`config.mk`:
```
export PLATFORM = sky130hd
export DESIGN_NAME = pulse_train_flat
export DESIGN_NICKNAME = d
export VERILOG_FILES = /design/src/rtl/pulse_train_if.sv /design/src/rtl/pulse_train.sv /design/src/flat_wrapper.sv
export SDC_FILE = /design/constraint.sdc
export NUM_CORES = 1
export LEC_CHECK = 0
export CAP_MARGIN = 30
export CELL_PAD_IN_SITES_DETAIL_PLACEMENT = 1
export CELL_PAD_IN_SITES_GLOBAL_PLACEMENT = 1
export CORE_UTILIZATION = 40
export CTS_BUF_LIST = sky130_fd_sc_hd__clkbuf_16
export CTS_CLUSTER_DIAMETER = 80
export CTS_CLUSTER_SIZE = 24
export DETAILED_ROUTE_END_ITERATION = 10
export PLACE_DENSITY = 0.74
export SLEW_MARGIN = 30
export SYNTH_ARGS = -nofsm -noshare
export SYNTH_HDL_FRONTEND = slang
export SYNTH_SLANG_ARGS = --single-unit
```
`constraint.sdc`:
```
create_clock -name clock -period 4.2 [get_ports clock]
set_input_delay 0.63 -clock clock [delete_from_list [all_inputs] [get_ports clock]]
set_output_delay 0.63 -clock clock [all_outputs]
set_load 0.005 [all_outputs]
```
`src/rtl/pulse_train_if.sv`:
```
// pulse_train_if
//   Groups the control inputs and LED/status outputs of pulse_train into one
//   bundle. The game controller side uses the master modport, the pulser
//   itself uses the slave modport.
//
//   start       : begin a train (taken only when the pulser is idle)
//   abort       : terminate an active train
//   pattern     : lights shown during ON phases
//   on_units    : ON duration in time units (0 behaves as 1)
//   off_units   : OFF duration in time units (0 behaves as 1)
//   repeats     : number of pulses, 0..15
//   mode        : 0 = fixed pattern, 1 = rotate left after every pulse
//   lights      : LED drive
//   busy        : high while a train is in its ON/OFF phases
//   done        : one-cycle completion pulse
//   pulse_index : index of the current pulse, 0 outside ON/OFF
interface pulse_train_if #(
  parameter int WIDTH = 10
);
  logic             start;
  logic             abort;
  logic [WIDTH-1:0] pattern;
  logic [7:0]       on_units;
  logic [7:0]       off_units;
  logic [3:0]       repeats;
  logic             mode;
  logic [WIDTH-1:0] lights;
  logic             busy;
  logic             done;
  logic [3:0]       pulse_index;

  modport master (
    output start, abort, pattern, on_units, off_units, repeats, mode,
    input  lights, busy, done, pulse_index
  );

  modport slave (
    input  start, abort, pattern, on_units, off_units, repeats, mode,
    output lights, busy, done, pulse_index
  );
endinterface

```
`src/rtl/pulse_train.sv`:
```
// pulse_train
//   Lamp pulser. On start it latches a light pattern and timing settings,
//   then alternates ON (pattern shown) and OFF (all dark) phases for the
//   requested number of pulses, optionally rotating the pattern left after
//   every pulse to form a chase. A one-cycle done pulse closes every train,
//   whether it ran to completion or was aborted.
//
//   clock : single clock, everything on the rising edge
//   reset : synchronous, active-high; returns to IDLE with all state cleared
//   bus   : pulse_train_if slave modport (controls in, lights/status out)
//
//   Timing is built from a prescaler that produces one unit tick every
//   TICKS_PER_UNIT cycles and an 8-bit unit counter compared against the
//   latched duration of the current phase. Both counters restart on every
//   state change so each phase lasts exactly duration*TICKS_PER_UNIT cycles.
module pulse_train #(
  parameter int CLOCK_FREQUENCY = 50000000,
  parameter int WIDTH           = 10,
  parameter int TICKS_PER_UNIT  = CLOCK_FREQUENCY / 100
) (
  input  logic          clock,
  input  logic          reset,
  pulse_train_if.slave  bus
);

  // A one-bit prescaler is kept even for TICKS_PER_UNIT == 1; it then sits
  // at zero and every cycle is a unit tick.
  localparam int PW = (TICKS_PER_UNIT > 1) ? $clog2(TICKS_PER_UNIT) : 1;
  localparam logic [PW-1:0] PRESC_MAX = PW'(TICKS_PER_UNIT - 1);

  typedef enum logic [1:0] {
    IDLE = 2'd0,
    ON   = 2'd1,
    OFF  = 2'd2,
    DONE = 2'd3
  } state_t;

  state_t           state_reg, state_next;
  logic [PW-1:0]    presc_reg, presc_next;
  logic [7:0]       unit_reg,  unit_next;
  logic [3:0]       index_reg, index_next;
  logic [WIDTH-1:0] pat_reg,   pat_next;
  logic [7:0]       on_reg,    on_next;
  logic [7:0]       off_reg,   off_next;
  logic [3:0]       rep_reg,   rep_next;
  logic             mode_reg,  mode_next;

  logic [WIDTH-1:0] pat_rot;
  logic             unit_tick;
  logic [7:0]       phase_dur;
  logic             phase_end;
  logic [3:0]       index_inc;

  // Rotate-left-by-one wiring: bit gi takes bit gi-1, bit 0 takes the MSB.
  // The modulo form also covers a single-light build.
  genvar gi;
  generate
    for (gi = 0; gi < WIDTH; gi++) begin : g_rot
      assign pat_rot[gi] = pat_reg[(gi + WIDTH - 1) % WIDTH];
    end
  endgenerate

  assign unit_tick = (presc_reg == PRESC_MAX);
  assign phase_dur = (state_reg == OFF) ? off_reg : on_reg;
  // Latched durations are never zero, so dur-1 cannot underflow.
  assign phase_end = unit_tick && (unit_reg == (phase_dur - 8'd1));
  assign index_inc = index_reg + 4'd1;

  always_ff @(posedge clock) begin
    if (reset) begin
      state_reg <= IDLE;
      presc_reg <= '0;
      unit_reg  <= '0;
      index_reg <= '0;
      pat_reg   <= '0;
      on_reg    <= 8'd1;
      off_reg   <= 8'd1;
      rep_reg   <= '0;
      mode_reg  <= 1'b0;
    end else begin
      state_reg <= state_next;
      presc_reg <= presc_next;
      unit_reg  <= unit_next;
      index_reg <= index_next;
      pat_reg   <= pat_next;
      on_reg    <= on_next;
      off_reg   <= off_next;
      rep_reg   <= rep_next;
      mode_reg  <= mode_next;
    end
  end

  always_comb begin
    state_next = state_reg;
    index_next = index_reg;
    pat_next   = pat_reg;
    on_next    = on_reg;
    off_next   = off_reg;
    rep_next   = rep_reg;
    mode_next  = mode_reg;
    // Free-running timing by default; any state change below clears it.
    presc_next = unit_tick ? '0 : presc_reg + 1'b1;
    unit_next  = unit_tick ? unit_reg + 8'd1 : unit_reg;

    case (state_reg)
      IDLE: begin
        presc_next = '0;
        unit_next  = '0;
        if (bus.start) begin
          pat_next   = bus.pattern;
          on_next    = (bus.on_units  == 8'd0) ? 8'd1 : bus.on_units;
          off_next   = (bus.off_units == 8'd0) ? 8'd1 : bus.off_units;
          rep_next   = bus.repeats;
          mode_next  = bus.mode;
          index_next = '0;
          state_next = (bus.repeats == 4'd0) ? DONE : ON;
        end
      end

      ON: begin
        // abort takes priority over a coincident phase end
        if (bus.abort) begin
          state_next = DONE;
          presc_next = '0;
          unit_next  = '0;
        end else if (phase_end) begin
          state_next = OFF;
          presc_next = '0;
          unit_next  = '0;
        end
      end

      OFF: begin
        if (bus.abort) begin
          state_next = DONE;
          presc_next = '0;
          unit_next  = '0;
        end else if (phase_end) begin
          presc_next = '0;
          unit_next  = '0;
          index_next = index_inc;
          if (index_inc == rep_reg) begin
            state_next = DONE;
          end else begin
            state_next = ON;
            if (mode_reg) begin
              pat_next = pat_rot;
            end
          end
        end
      end

      DONE: begin
        state_next = IDLE;
        presc_next = '0;
        unit_next  = '0;
        index_next = '0;
      end

      default: begin
        state_next = IDLE;
        presc_next = '0;
        unit_next  = '0;
      end
    endcase
  end

  // Outputs are decoded from registered state only; no input reaches them
  // combinationally.
  assign bus.lights      = (state_reg == ON) ? pat_reg : '0;
  assign bus.busy        = (state_reg == ON) || (state_reg == OFF);
  assign bus.done        = (state_reg == DONE);
  assign bus.pulse_index = bus.busy ? index_reg : 4'd0;

endmodule

```
`src/flat_wrapper.sv`:
```
// flat-port wrapper written by rule: the top's interface ports become plain ports
module pulse_train_flat 
#(
  parameter int CLOCK_FREQUENCY = 50000000,
  parameter int WIDTH           = 10,
  parameter int TICKS_PER_UNIT  = CLOCK_FREQUENCY / 100
)
  (clock, reset, bus_start, bus_abort, bus_pattern, bus_on_units, bus_off_units, bus_repeats, bus_mode, bus_lights, bus_busy, bus_done, bus_pulse_index);
  pulse_train_if #(.WIDTH(WIDTH)) bus_i ();
  input  logic clock;
  input  logic reset;
  input wire logic [$bits(bus_i.start)-1:0] bus_start;
  input wire logic [$bits(bus_i.abort)-1:0] bus_abort;
  input wire logic [$bits(bus_i.pattern)-1:0] bus_pattern;
  input wire logic [$bits(bus_i.on_units)-1:0] bus_on_units;
  input wire logic [$bits(bus_i.off_units)-1:0] bus_off_units;
  input wire logic [$bits(bus_i.repeats)-1:0] bus_repeats;
  input wire logic [$bits(bus_i.mode)-1:0] bus_mode;
  output wire logic [$bits(bus_i.lights)-1:0] bus_lights;
  output wire logic [$bits(bus_i.busy)-1:0] bus_busy;
  output wire logic [$bits(bus_i.done)-1:0] bus_done;
  output wire logic [$bits(bus_i.pulse_index)-1:0] bus_pulse_index;
  assign bus_i.start = bus_start;
  assign bus_i.abort = bus_abort;
  assign bus_i.pattern = bus_pattern;
  assign bus_i.on_units = bus_on_units;
  assign bus_i.off_units = bus_off_units;
  assign bus_i.repeats = bus_repeats;
  assign bus_i.mode = bus_mode;
  assign bus_lights = bus_i.lights;
  assign bus_busy = bus_i.busy;
  assign bus_done = bus_i.done;
  assign bus_pulse_index = bus_i.pulse_index;
  pulse_train #(.CLOCK_FREQUENCY(CLOCK_FREQUENCY), .WIDTH(WIDTH), .TICKS_PER_UNIT(TICKS_PER_UNIT)) u_core (.clock(clock), .reset(reset), .bus(bus_i));
endmodule
```
# Word level (Yosys, flattened, before mapping)
# Index checks and enable logic that the tools add are counted.
totals:
  wordCells: 72
  register_bits: 64
  out_inout_bits: 16
  input_bits: 35
op_classes:
  n_reduce_logical: 14
  mux: 31
  add_sub_neg: 4
  n_eq_ne: 14
ops:
  columns: ["op", "n"]
  rows:
  - ["$mux 10", 6]
  - ["$mux 19", 3]
  - ["$mux 8", 6]
  - ["$pmux 19 s2", 1]
  - ["$pmux 10 s2", 1]
  - ["$add 19x1->19 const B", 1]
  - ["$eq 19x19->1 const B", 1]
  - ["$logic_not 8->1", 2]
  - ["$mux 4", 4]
  - ["$pmux 8 s2", 1]
  - ["$mux 2", 7]
  - ["$pmux 4 s3", 1]
  - ["$add 8x1->8 const B", 1]
  - ["$eq 8x8->1", 1]
  - ["$pmux 2 s4", 1]
  - ["$sub 8x1->8 const B", 1]
  - ["$ne 2x2->1 const B", 3]
  - ["$ne 3x2->1 const B", 2]
  - ["$reduce_and 6->1", 1]
  - ["$add 4x1->4 const B", 1]
  - ["$eq 2x2->1 const B", 2]
  - ["$eq 4x4->1", 1]
  - ["$logic_not 4->1", 1]
  - ["$ne 2x1->1 const B", 2]
  - ["11 further kinds", 12]

# Depth between registers and ports, before layout
logic_depth:
  depth_word: 8
  ltp_mapped: 16
  mapped_depth_nobuf: 11

# Worst setup path after synthesis
# No wires, ideal clock.
synth_path:
  path_type: "flip-flop to flip-flop"
  startpoint: "register u_core.state_reg[0]"
  endpoint: "register u_core.unit_reg[3]"
  slack_ns: 0.548
  required_time_ns: 4.084
  n_path_buf: 5
  period_less_slack_ns: 3.652
  arrival_time_ns: 3.536
  setup_ns: 0.116
  stages_incl_launch_ff: 17
  cell_sequence: "dfxtp_1 -> inv_1 -> ha_1 -> buf_6 -> buf_6 -> clkbuf_1 -> buf_1 -> mux2i_1 -> ha_1 -> nor4bb_1 -> o211ai_1 -> a211oi_2 -> a211oi_2 -> nor3_4 -> buf_4 -> nor2_1 -> a31o_1"
synth_via:
  elab_chain_cells: 8
  elab_cells_between_ends: 14
  cone_classes: "add/sub: 1; eq/ne: 5; mux: 4; reduce/logical: 4"
synth_rtl:
  columns: ["item", "line", "rtl"]
  rows:
  - ["start: declaration", "pulse_train.sv:38", "state_t state_reg, state_next;"]
  - ["start signal: assignment", "pulse_train.sv:81", "state_reg <= state_next;"]
  - ["$eq 2x2->1", "pulse_train.sv:64, pulse_train.sv:105", null]
  - ["$mux 8", "pulse_train.sv:64", "assign phase_dur = (state_reg == OFF) ? off_reg : on_reg;"]
  - ["$sub 8x1->8", "pulse_train.sv:66", "assign phase_end = unit_tick && (unit_reg == (phase_dur - 8'd1));"]
  - ["$eq 8x8->1", "pulse_train.sv:66", null]
  - ["$logic_and 1x1->1", "pulse_train.sv:66", null]
  - ["$mux 8", "pulse_train.sv:126, pulse_train.sv:138", null]
  - ["$mux 8", "pulse_train.sv:122", "if (bus.abort) begin"]
  - ["$pmux 8 s2", "pulse_train.sv:105", "case (state_reg)"]
  - ["end signal: assignment", "pulse_train.sv:83", "unit_reg <= unit_next;"]
  - ["end: declaration", "pulse_train.sv:40", "logic [7:0] unit_reg, unit_next;"]
# Parallel ways exist; a longest one is shown, timed or not.
# A chain may end at the register's enable or synchronous reset.

# Final worst setup path
layout_path:
  startpoint: "register u_core.state_reg[0]"
  endpoint: "register u_core.state_reg[0]"
layout_via:
  elab_chain_cells: 7
  elab_cells_between_ends: 13
  cone_classes: "add/sub: 1; eq/ne: 7; mux: 2; reduce/logical: 3"
layout_rtl:
  columns: ["item", "line"]
  rows:
  - ["$eq 2x2->1", "pulse_train.sv:64, pulse_train.sv:105"]
  - ["$mux 8", "pulse_train.sv:64"]
  - ["$sub 8x1->8", "pulse_train.sv:66"]
  - ["$eq 8x8->1", "pulse_train.sv:66"]
  - ["$logic_and 1x1->1", "pulse_train.sv:66"]
  - ["$ne 3x2->1 (no source line)", null]
  - ["$reduce_and 3->1 (no source line)", null]
# Parallel ways exist; a longest one is shown, timed or not.

==> results_dict.tcl <==
set metrics [dict create \
    clkPwrFrac 0.296 \
    yosysUniqueCellTypes 58 \
    leakage_nw 1.60 \
    portBuffers 50 \
    avgSynthCellArea_um2 8.32 \
    met3_usage 0.0532 \
    fill_cells 1049 \
    htree_levels 3 \
    use_met2 0.387 \
    yosys_register_bits 64 \
    status "finished, final reports clean" \
    grt_pass1_vias 3265 \
    synthArstFlopShare 0 \
    ys.warnings.count 0 \
    hp-class "reg -> reg" \
    hold_viol 0 \
    syn_inst 430 \
    wirelength_um 9660 \
    synth.top_cell.area_share 0.358 \
    netSwitchingPower_mw 0.883 \
    grtUsageMet1 0.257 \
    io_pins 51 \
    dr.first_iter.drc_count 105 \
    dp_hpwl_um 6940 \
    finalSetupTns_ns 0 \
    die_w_um 96.6 \
    viasPerCell 5.60 \
    worstPathArrival_ns 4.01 \
    top_usage_layer "met2" \
    rows 34 \
    synthFlopType "dfxtp_1" \
    syn_area_um2 3580 \
    min_period_ns 3.77 \
    p_per_area_nw_per_um2 547 \
    finalSetupViolCount 0 \
    post-cts-setup-buffers 0 \
    numCtsBuffers 9 \
    fin_nets 518 \
    diodes 0 \
    initial_utilization 0.412 \
    internal_power_mw 1.53 \
    yosys-top-cells-area "dfxtp_1 (36%), nand2_1 (6.9%), xnor2_1 (4.7%)" \
    clk_pin_slew_ns 0.05 \
    holdBufCountCts 0 \
    drv_cap 0 \
    seq_area_um2 1280 \
    grt_max_degree 35 \
    dr.pass1.iters 4 \
    finalWeightedCongestion 0.755 \
    cts_sinks 64 \
    yosysTopAreaCell "dfxtp_1" \
    cp_max_fo 18 \
    p_comb_frac 0.386 \
    cts-root-buf "clkbuf_16" \
    seq_area_frac_synth 0.358 \
    route.detailed.drc 0 \
    max_freq_mhz 266 \
    fin_crit_sh 0.897 \
    die_h_um 96.6 \
    grt_setup_unrepaired "no" \
    syn_nets 474 \
    critical_path_required_ns 4.44 \
    multi_input_area_um2 2180 \
    postCtsResizedCells 0 \
    detail-route-antenna-nets 0 \
    largest_register_ffs 19 \
    syn2layout_area_growth_pct 23.5 \
    power.total_mw 2.41 \
    p_sw_frac 0.366 \
    wl_per_cell_um 16.5 \
    vias 3289 \
    track_usage 0.218 \
    worst_setup_path_end_kind "flip-flop" \
    die_area_um2 9330 \
    clk_latency_ns 0.33 \
    clock_skew_ns 0.00868 \
    antenna_found_initial 0 \
    drive_gt1_frac 0.0626 \
    core_area_um2 8680 \
    relSlewSlack 0.493 \
    cts_tree "yes" \
    synth_edf_count 0 \
    grt_pass1_wl_um 15400 \
    worst-setup-path-type "reg -> reg" \
    grt_overflow 0 \
    ir_worst_vdd_uv 225 \
    worst_pin_slew_ns 0.758 \
    startpoint_type "flip-flop" \
    cts_max_path_buffers 2 \
    slew_violations 0 \
    pwr-share-seq 0.318 \
]
cells by family (layout without fill, tap and decap cells):
logic type | count (synthesis) | after routing | synth area share
xor gates and xnor gates | 31 | 31 | 0.0759
buffers and inverters | 25 | 74 | 0.0336
and+or+nand+nor | 217 | 217 | 0.329
DFF | 64 | 64 | 0.358
AOI/OAI and AO/OA | 73 | 73 | 0.141
muxes | 11 | 11 | 0.0311
adders and majority gates | 9 | 9 | 0.0315
metrics by stage:
| step | setup WS (ns) | area, µm² | utilization | instances | hold WS [ns] |
|---|---|---|---|---|---|
| after floorplan | 0.548 | 3580 | - | 430 | 0.430 |
| after global placement | 0.694 | 4140 | 0.477 | 571 | 0.442 |
| after global routing | 0.0914 | 4420 | 0.509 | 587 | 0.476 |
| after detailed placement | 0.477 | 4140 | 0.477 | 571 | 0.450 |
| final | 0.434 | 4420 | 0.509 | 587 | 0.465 |
| after CTS | 0.444 | 4420 | 0.509 | 587 | 0.466 |
cell usage in the layout (no fill, tap or decap), types with 3 or more instances in the layout:
cell	instances
a211o_1	3
a21oi_1	31
a221oi_1	10
a31o_1	3
a31oi_1	3
and2_1	16
and3_1	12
buf_4	3
clkbuf_16	9
clkdlybuf4s50_1	50
dfxtp_1	64
ha_1	8
inv_1	7
mux2i_1	10
nand2_1	66
nand3_1	13
nand4_1	5
nand4b_1	3
nor2_1	27
nor2b_1	10
nor3_1	26
nor3b_1	3
nor4_1	5
o21ai_0	6
or3_1	7
or3b_1	3
or4_1	3
xnor2_1	19
xor2_1	12
cell type report:
type,instances,share of cell area
tap,108,0.0306
clock buffer,9,0.0510
multi-input combinational,341,0.493
timing repair buffer,53,0.118
sequential,64,0.290
clock inverter,7,0.0125
inverter,5,0.00425
path summary, 6_finish.rpt:
path,from,endpoint,slack [ns],depth (start not counted)
worst min-delay path,u_core.mode_reg$_SDFFE_PP0P_,u_core.mode_reg$_SDFFE_PP0P_,0.47,2
worst min register to register,u_core.mode_reg$_SDFFE_PP0P_,u_core.mode_reg$_SDFFE_PP0P_,0.47,2
worst max register to register,u_core.state_reg[0]$_SDFFE_PP0P_,u_core.state_reg[0]$_SDFFE_PP0P_,0.43,11
worst max-delay path,u_core.state_reg[0]$_SDFFE_PP0P_,u_core.state_reg[0]$_SDFFE_PP0P_,0.43,11
critical path, cell delays in order, from the launching register on:
cell	delay (ns)
dfxtp_1	0.34
inv_1	0.14
ha_2	0.45
mux2i_1	0.32
ha_1	0.24
nor4bb_1	0.45
o211ai_1	0.17
a211oi_2	0.33
a211oi_2	0.11
nor3_4	0.63
o221ai_1	0.24
a211oi_1	0.26
power by group through the flow:
stage	Sequential [mW]	Combinational (mW)	Clock, mW
global route	0.780	1.04	0.751
floorplan	0.756	0.688	0
detailed placement	0.781	0.930	0
finish	0.768	0.932	0.715
global placement	0.776	0.907	0
CTS	0.768	0.939	0.729
cell usage after synthesis (5+ instances only):
master	count
nand2_1	66
dfxtp_1	64
a21oi_1	31
nor2_1	27
nor3_1	26
xnor2_1	19
and2_1	16
clkbuf_1	13
nand3_1	13
and3_1	12
xor2_1	12
a221oi_1	10
mux2i_1	10
nor2b_1	10
ha_1	9
or3_1	7
o21ai_0	6
inv_1	5
nand4_1	5
nor4_1	5
routing by layer:
layer  wire (µm)  vias up
met5           0        -
met4         141        0
met3         349       11
met2        4930       54
met1        4230     1593
li1            -     1631
No activity file was read; power rests on OpenSTA's default activity.
